<file path="src/rtl/uart_echo_bridge_pkg.sv">
// Shared types and constants for the UART echo/host bridge.
// Holds the drain FSM encoding, the mode encoding and the drop-counter helper.
package uart_bridge_pkg;

  typedef enum logic [2:0] {
    IDLE,
    POP,
    SEND,
    WAIT_HI,
    WAIT_LO
  } drain_state_t;

  localparam logic MODE_ECHO  = 1'b0;
  localparam logic MODE_HOST  = 1'b1;
  localparam int   DROP_CNT_W = 16;

  // Increment that sticks at all-ones instead of wrapping back to zero.
  function automatic logic [DROP_CNT_W-1:0] sat_inc(input logic [DROP_CNT_W-1:0] v);
    return (&v) ? v : v + DROP_CNT_W'(1);
  endfunction

endpackage

</file>
<file path="src/rtl/uart_echo_bridge_if.sv">
// Host stream port of the bridge: byte stream into the TX FIFO and
// the one-entry register carrying received bytes back to the host.
interface uart_echo_bridge_if #(
  parameter int DATA_W = 8
);
  logic [DATA_W-1:0] in_data;
  logic              in_valid;
  logic              in_ready;
  logic [DATA_W-1:0] out_data;
  logic              out_valid;
  logic              out_ready;

  modport master (
    output in_data, in_valid, out_ready,
    input  in_ready, out_data, out_valid
  );

  modport slave (
    input  in_data, in_valid, out_ready,
    output in_ready, out_data, out_valid
  );
endinterface

</file>
<file path="src/rtl/uart_echo_bridge_sync_fifo.sv">
// Single-clock FIFO with an array store and a registered read port.
// The read register only changes on a pop, so it doubles as a stable output.
module bridge_sync_fifo #(
  parameter  int DATA_W = 8,
  parameter  int DEPTH  = 16,
  localparam int ADDR_W = $clog2(DEPTH)
) (
  input  logic              clk_out,
  input  logic              rst,
  input  logic              wr_en,
  input  logic [DATA_W-1:0] wr_data,
  input  logic              rd_en,
  output logic [DATA_W-1:0] rd_data,
  output logic              full,
  output logic              empty,
  output logic [ADDR_W:0]   level
);

  logic [DATA_W-1:0] mem_q [DEPTH];
  logic [ADDR_W:0]   wr_cnt_q;
  logic [ADDR_W:0]   rd_cnt_q;
  logic [DATA_W-1:0] rd_data_q;
  logic              wr_ok;
  logic              rd_ok;

  // Counters carry one extra bit so full and empty stay distinguishable.
  assign level = wr_cnt_q - rd_cnt_q;
  assign full  = (level == (ADDR_W+1)'(DEPTH));
  assign empty = (level == '0);
  assign wr_ok = wr_en & ~full;
  assign rd_ok = rd_en & ~empty;

  always_ff @(posedge clk_out) begin
    if (wr_ok) begin
      mem_q[wr_cnt_q[ADDR_W-1:0]] <= wr_data;
    end
  end

  always_ff @(posedge clk_out) begin
    if (rst) begin
      wr_cnt_q  <= '0;
      rd_cnt_q  <= '0;
      rd_data_q <= '0;
    end else begin
      if (wr_ok) begin
        wr_cnt_q <= wr_cnt_q + (ADDR_W+1)'(1);
      end
      if (rd_ok) begin
        rd_data_q <= mem_q[rd_cnt_q[ADDR_W-1:0]];
        rd_cnt_q  <= rd_cnt_q + (ADDR_W+1)'(1);
      end
    end
  end

  assign rd_data = rd_data_q;

endmodule

</file>
<file path="src/rtl/uart_echo_bridge.sv">
// Byte-buffer controller between the UART core and either a loopback (ECHO)
// or a host stream (HOST); one tx_send per byte, handshaked on tx_busy.
module uart_echo_bridge
  import uart_bridge_pkg::*;
#(
  parameter  int DATA_W  = 8,
  parameter  int DEPTH   = 16,
  parameter  int BUSY_TO = 4,
  localparam int ADDR_W  = $clog2(DEPTH)
) (
  input  logic                  clk_out,
  input  logic                  rst,
  input  logic                  mode,
  input  logic [DATA_W-1:0]     rx_data,
  input  logic                  rx_valid,
  output logic [DATA_W-1:0]     tx_data,
  output logic                  tx_send,
  input  logic                  tx_busy,
  uart_echo_bridge_if.slave     host,
  output logic [ADDR_W:0]       level,
  output logic                  full,
  output logic                  empty,
  output logic [DROP_CNT_W-1:0] drop_cnt
);

  localparam int CNT_W = $clog2(BUSY_TO + 1);

  drain_state_t          state_q;
  logic                  tx_send_q;
  logic [CNT_W-1:0]      busy_cnt_q;
  logic                  mode_q,      mode_d;
  logic [DATA_W-1:0]     out_data_q,  out_data_d;
  logic                  out_valid_q, out_valid_d;
  logic [DROP_CNT_W-1:0] drop_cnt_q,  drop_cnt_d;

  logic                  fifo_wr;
  logic [DATA_W-1:0]     fifo_wr_data;
  logic                  fifo_rd;
  logic                  fifo_full;
  logic                  fifo_empty;

  // The FIFO's read register is the tx_data holding register.
  bridge_sync_fifo #(
    .DATA_W (DATA_W),
    .DEPTH  (DEPTH)
  ) u_fifo (
    .clk_out (clk_out),
    .rst     (rst),
    .wr_en   (fifo_wr),
    .wr_data (fifo_wr_data),
    .rd_en   (fifo_rd),
    .rd_data (tx_data),
    .full    (fifo_full),
    .empty   (fifo_empty),
    .level   (level)
  );

  assign fifo_rd       = (state_q == POP);
  assign host.in_ready = (mode_q == MODE_HOST) & ~fifo_full;

  always_comb begin
    fifo_wr      = 1'b0;
    fifo_wr_data = rx_data;
    if (mode_q == MODE_HOST) begin
      fifo_wr      = host.in_valid & host.in_ready;
      fifo_wr_data = host.in_data;
    end else begin
      fifo_wr      = rx_valid & ~fifo_full;
    end
  end

  // Mode only changes between byte streams: drain idle and nothing queued.
  always_comb begin
    mode_d      = ((state_q == IDLE) && fifo_empty) ? mode : mode_q;
    out_data_d  = out_data_q;
    out_valid_d = out_valid_q;
    drop_cnt_d  = drop_cnt_q;
    if (out_valid_q && host.out_ready) begin
      out_valid_d = 1'b0;
    end
    if (rx_valid) begin
      if (mode_q == MODE_ECHO) begin
        if (fifo_full) begin
          drop_cnt_d = sat_inc(drop_cnt_q);
        end
      end else if (out_valid_q && !host.out_ready) begin
        drop_cnt_d = sat_inc(drop_cnt_q);
      end else begin
        out_data_d  = rx_data;
        out_valid_d = 1'b1;
      end
    end
  end

  always_ff @(posedge clk_out) begin
    if (rst) begin
      mode_q      <= MODE_ECHO;
      out_data_q  <= '0;
      out_valid_q <= 1'b0;
      drop_cnt_q  <= '0;
    end else begin
      mode_q      <= mode_d;
      out_data_q  <= out_data_d;
      out_valid_q <= out_valid_d;
      drop_cnt_q  <= drop_cnt_d;
    end
  end

  // Drain FSM; the busy timeout counts from the SEND cycle.
  always_ff @(posedge clk_out) begin
    if (rst) begin
      state_q    <= IDLE;
      tx_send_q  <= 1'b0;
      busy_cnt_q <= '0;
    end else begin
      tx_send_q <= 1'b0;
      unique case (state_q)
        IDLE: begin
          if (!fifo_empty && !tx_busy) begin
            state_q <= POP;
          end
        end
        POP: begin
          state_q   <= SEND;
          tx_send_q <= 1'b1;
        end
        SEND: begin
          state_q    <= WAIT_HI;
          busy_cnt_q <= CNT_W'(1);
        end
        WAIT_HI: begin
          if (tx_busy || (busy_cnt_q >= CNT_W'(BUSY_TO - 1))) begin
            state_q <= WAIT_LO;
          end else begin
            busy_cnt_q <= busy_cnt_q + CNT_W'(1);
          end
        end
        WAIT_LO: begin
          if (!tx_busy) begin
            state_q <= IDLE;
          end
        end
        default: state_q <= IDLE;
      endcase
    end
  end

  assign tx_send        = tx_send_q;
  assign host.out_data  = out_data_q;
  assign host.out_valid = out_valid_q;
  assign full           = fifo_full;
  assign empty          = fifo_empty;
  assign drop_cnt       = drop_cnt_q;

endmodule
</file>
<file path="src/flat_wrapper.sv">
// flat-port wrapper written by rule: the top's interface ports become plain ports
module uart_echo_bridge_flat import uart_bridge_pkg::*;
#(
  parameter  int DATA_W  = 8,
  parameter  int DEPTH   = 16,
  parameter  int BUSY_TO = 4,
  localparam int ADDR_W  = $clog2(DEPTH)
)
  (clk_out, rst, mode, rx_data, rx_valid, tx_data, tx_send, tx_busy, level, full, empty, drop_cnt, host_in_data, host_in_valid, host_out_ready, host_in_ready, host_out_data, host_out_valid);
  uart_echo_bridge_if #(.DATA_W(DATA_W)) host_i ();
  input  logic clk_out;
  input  logic rst;
  input  logic mode;
  input  logic [DATA_W-1:0] rx_data;
  input  logic rx_valid;
  output logic [DATA_W-1:0] tx_data;
  output logic tx_send;
  input  logic tx_busy;
  output logic [ADDR_W:0] level;
  output logic full;
  output logic empty;
  output logic [DROP_CNT_W-1:0] drop_cnt;
  input wire logic [$bits(host_i.in_data)-1:0] host_in_data;
  input wire logic [$bits(host_i.in_valid)-1:0] host_in_valid;
  input wire logic [$bits(host_i.out_ready)-1:0] host_out_ready;
  output wire logic [$bits(host_i.in_ready)-1:0] host_in_ready;
  output wire logic [$bits(host_i.out_data)-1:0] host_out_data;
  output wire logic [$bits(host_i.out_valid)-1:0] host_out_valid;
  assign host_i.in_data = host_in_data;
  assign host_i.in_valid = host_in_valid;
  assign host_i.out_ready = host_out_ready;
  assign host_in_ready = host_i.in_ready;
  assign host_out_data = host_i.out_data;
  assign host_out_valid = host_i.out_valid;
  uart_echo_bridge #(.DATA_W(DATA_W), .DEPTH(DEPTH), .BUSY_TO(BUSY_TO)) u_core (.clk_out(clk_out), .rst(rst), .mode(mode), .rx_data(rx_data), .rx_valid(rx_valid), .tx_data(tx_data), .tx_send(tx_send), .tx_busy(tx_busy), .host(host_i), .level(level), .full(full), .empty(empty), .drop_cnt(drop_cnt));
endmodule
</file>
<file path="config.mk">
export PLATFORM = sky130hd
export DESIGN_NAME = uart_echo_bridge_flat
export DESIGN_NICKNAME = d
export VERILOG_FILES = /design/src/rtl/uart_echo_bridge_pkg.sv /design/src/rtl/uart_echo_bridge_if.sv /design/src/rtl/uart_echo_bridge_sync_fifo.sv /design/src/rtl/uart_echo_bridge.sv /design/src/flat_wrapper.sv
export SDC_FILE = /design/constraint.sdc
export NUM_CORES = 1
export LEC_CHECK = 0
export CORE_UTILIZATION = 50
export DETAILED_ROUTE_END_ITERATION = 16
export DONT_BUFFER_PORTS = 1
export MAX_ROUTING_LAYER = met4
export PLACE_DENSITY_LB_ADDON = 0.2
export SLEW_MARGIN = 10
export SYNTH_ARGS = -nofsm -noshare
export SYNTH_HDL_FRONTEND = slang
export SYNTH_SLANG_ARGS = --single-unit
</file>
<file path="constraint.sdc">
create_clock -name clk_out -period 3.85 [get_ports clk_out]
set_input_delay 0.77 -clock clk_out [delete_from_list [all_inputs] [get_ports clk_out]]
set_output_delay 0.77 -clock clk_out [all_outputs]
set_load 0.02 [all_outputs]
</file>
==> flow_summary.toml <==
[outcome]
run_status = "completed"

[logic_synthesis]
synth_compound_area_share_pct = 4.29
seq_area_frac_synth_pct = 64.7
synth_top_cell_by_area = "edfxtp_1"
synthAdderAreaFrac_pct = 2.26
yosysWarnings = 0
synth_top_family_by_area = "multiplexers"
synth_cells = 496
synth_top_area_share_pct = 51.1
synth-simple-area-share_pct = 9.10
synthXorXnorAreaFrac_pct = 1.40
syn_nets = 532
synthFlopType = "edfxtp_1"
syn_area_per_cell_um2 = 15.2
synthMuxAreaShare_pct = 16.1
synth_edf_count = 128
synthDistinctLibCells = 52
ys_async_sr_fraction_pct = 0
netlist_area_um2 = 7520
ys_top_cells_by_area = "edfxtp_1 (51%), dfxtp_1 (14%), mux4_2 (12%)"
ys_seq_elements = 179

[flow_run]
cap_violations = 0

[die]
die_h_um = 125
initial_core_util_pct = 51.5
die_w_um = 125
ioPinCount = 65
core_region_area_um2 = 14600
fp-row-count = 44
fp.dieArea_um2 = 15500

[clocking]
cts_tree = "built"
htreeDepth = 4
clockBufferDepth = 2
clkTransAtPathRegs_ns = 0.07
post_cts_buffers = 0
clk_latency_ns = 0.43
numClockSinks = 179
hold_buffers = 0
cts_resized = 0
root_buffer = "clkbuf_16"
cts_buffers = 17

[finish]
syn2layout_area_growth_pct = 12.6
instances_no_fill = 713
final_common_cell = "edfxtp_1"
layout-drive-gt1-share_pct = 21.6
fin_util_pct = 58.1
antenna_cells = 0
fin_nets = 552
final_cell_mix = "edfxtp_1 (128), nor2_1 (55), dfxtp_1 (50), mux4_2 (40), buf_4 (24)"
stdcell_area_um2 = 8470

[placement]
preCtsSetupSlack_ns = 0.698
place_congestion = 0.864
place_hpwl_um = 9920
dp_cells = 681
io_buffers = 0
placed_area_um2 = 7830

[global_routing]
grt_max_degree = 53
grt_pass1_wl_um = 24100
gr-total-overflow = 0
antenna_found_initial = 0
grtUsageTotal_pct = 21.4
grt_pass1_vias = 4284

[setup_path]
cp-start-kind = "flop"
cp.required_ns = 3.08
cp_max_fo = 5
slowest_delay_ns = 0.45
endpoint_kind = "output port"
crit_top_cell = "inv_1"
cp_cell_sequence = "inv_1 > ha_1 > inv_1 > fa_1 > nand3b_1 > a211oi_2 > o211ai_2 > inv_2 > nor2_1 > buf_4"
critPathArrivalTime_ns = 2.73
path_class = "reg -> out"
path_buf_inv = 4
cpLargestDelayFamily = "adder cells"
slowest_stage = "fa_1"

[route]
final_antenna_net_count = 0
drtIter0Drc = 384
first_pass_iters = 4
wirelength_um = 14900
vias = 4208
wl_per_cell_um = 20.9
drc = 0
routed_via_density = 5.90

[sta]
fin_crit_ns = 3.50
worst_pin_slew_ns = 0.931
final_hold_viol_count = 0
maxSlewViolCount = 0
fin_crit_sh_pct = 90.9
setup-violations-final = 0
timing.fmax_ghz = 0.286
setup_ws_ns = 0.351
grt_setup_unrepaired = "false"
whs_ns = 0.412
timing.slew.headroom_pct = 37.6
setup_tns_ns = 0
finalClockSkew_ns = 0.0217

[power_and_ir_drop]
leakage_nw = 2.80
power-per-cell-area_nw_per_um2 = 649
ir_drop_mv = 0.353
power_mw = 5.50

[worst_hold_path]
min_path_type = "in -> reg"
## per-layer routing
layer | wire, um | vias up | track usage [%]
li1 | - | 1960 | -
met1 | 6160 | 2099 | 26.7
met2 | 7660 | 132 | 34.2
met3 | 834 | 17 | 5.33
met4 | 252 | 0 | 7.16
met5 | 0 | - | -
## Yosys cell counts (all sizes together) (8+ instances only)
library cell  count
edfxtp          128
nor2             55
dfxtp            51
mux4             40
a21oi            21
mux2i            21
nand3            16
clkbuf           15
inv              15
nand2            13
ha               12
nor3             11
o21ai            10
mux2              9
buf               8
## area by class of cell
cell class	instances	area (um2)
fillers	1099	6120
flip-flops and latches	179	4870
multi-input cells	279	2500
clock buffers	18	439
well taps	184	230
clock inverters	14	203
repair buffers	24	180
inverters	15	56.3
## cells by family (layout without fill, tap and decap cells)
| family | Yosys count | after routing |
|---|---|---|
| muxes | 70 | 70 |
| adders and majority gates | 13 | 13 |
| buffers and inverters | 38 | 71 |
| AOI/OAI and AO/OA | 50 | 50 |
| DFF | 179 | 179 |
| and+or+nand+nor | 134 | 134 |
| xor gates and xnor gates | 12 | 12 |
## path summary, 6_finish.rpt
| check | cells after the start | slack (ns) | start | endpoint |
|---|---|---|---|---|
| setup / recovery | 10 | 0.35 | u_core.u_fifo.wr_cnt_q[0]$_SDFFE_PP0P_ | host_in_ready |
| hold reg to reg | 2 | 0.53 | u_core.u_fifo.rd_cnt_q[4]$_SDFFE_PP0P_ | u_core.u_fifo.rd_cnt_q[4]$_SDFFE_PP0P_ |
| setup reg to reg | 12 | 0.70 | u_core.u_fifo.wr_cnt_q[0]$_SDFFE_PP0P_ | u_core.u_fifo.mem_q[1][3]$_DFFE_PP_ |
| hold / removal | 1 | 0.41 | rst | u_core.drop_cnt[11]$_SDFFE_PP0P_ |
## state kept, by name, summed over array words and instances (netlist names)
name and cells:
u_core.u_fifo.wr_cnt_q 5, u_core.mode_q 1, u_core.host.out_valid 1, u_core.tx_send 1, u_core.host.out_data 8, u_core.u_fifo.rd_cnt_q 5
u_core.u_fifo.rd_data 8, u_core.u_fifo.mem_q 128, u_core.state_q 3, u_core.busy_cnt_q 3, u_core.drop_cnt 16
## power by group
group	total, mW	switching, mW	internal (mW)
Clock	1.84	0.724	1.11
Sequential	2.41	0.142	2.27
Combinational	1.25	0.699	0.553
Total	5.50	1.57	3.93
Power figures use the tool's default switching activity.
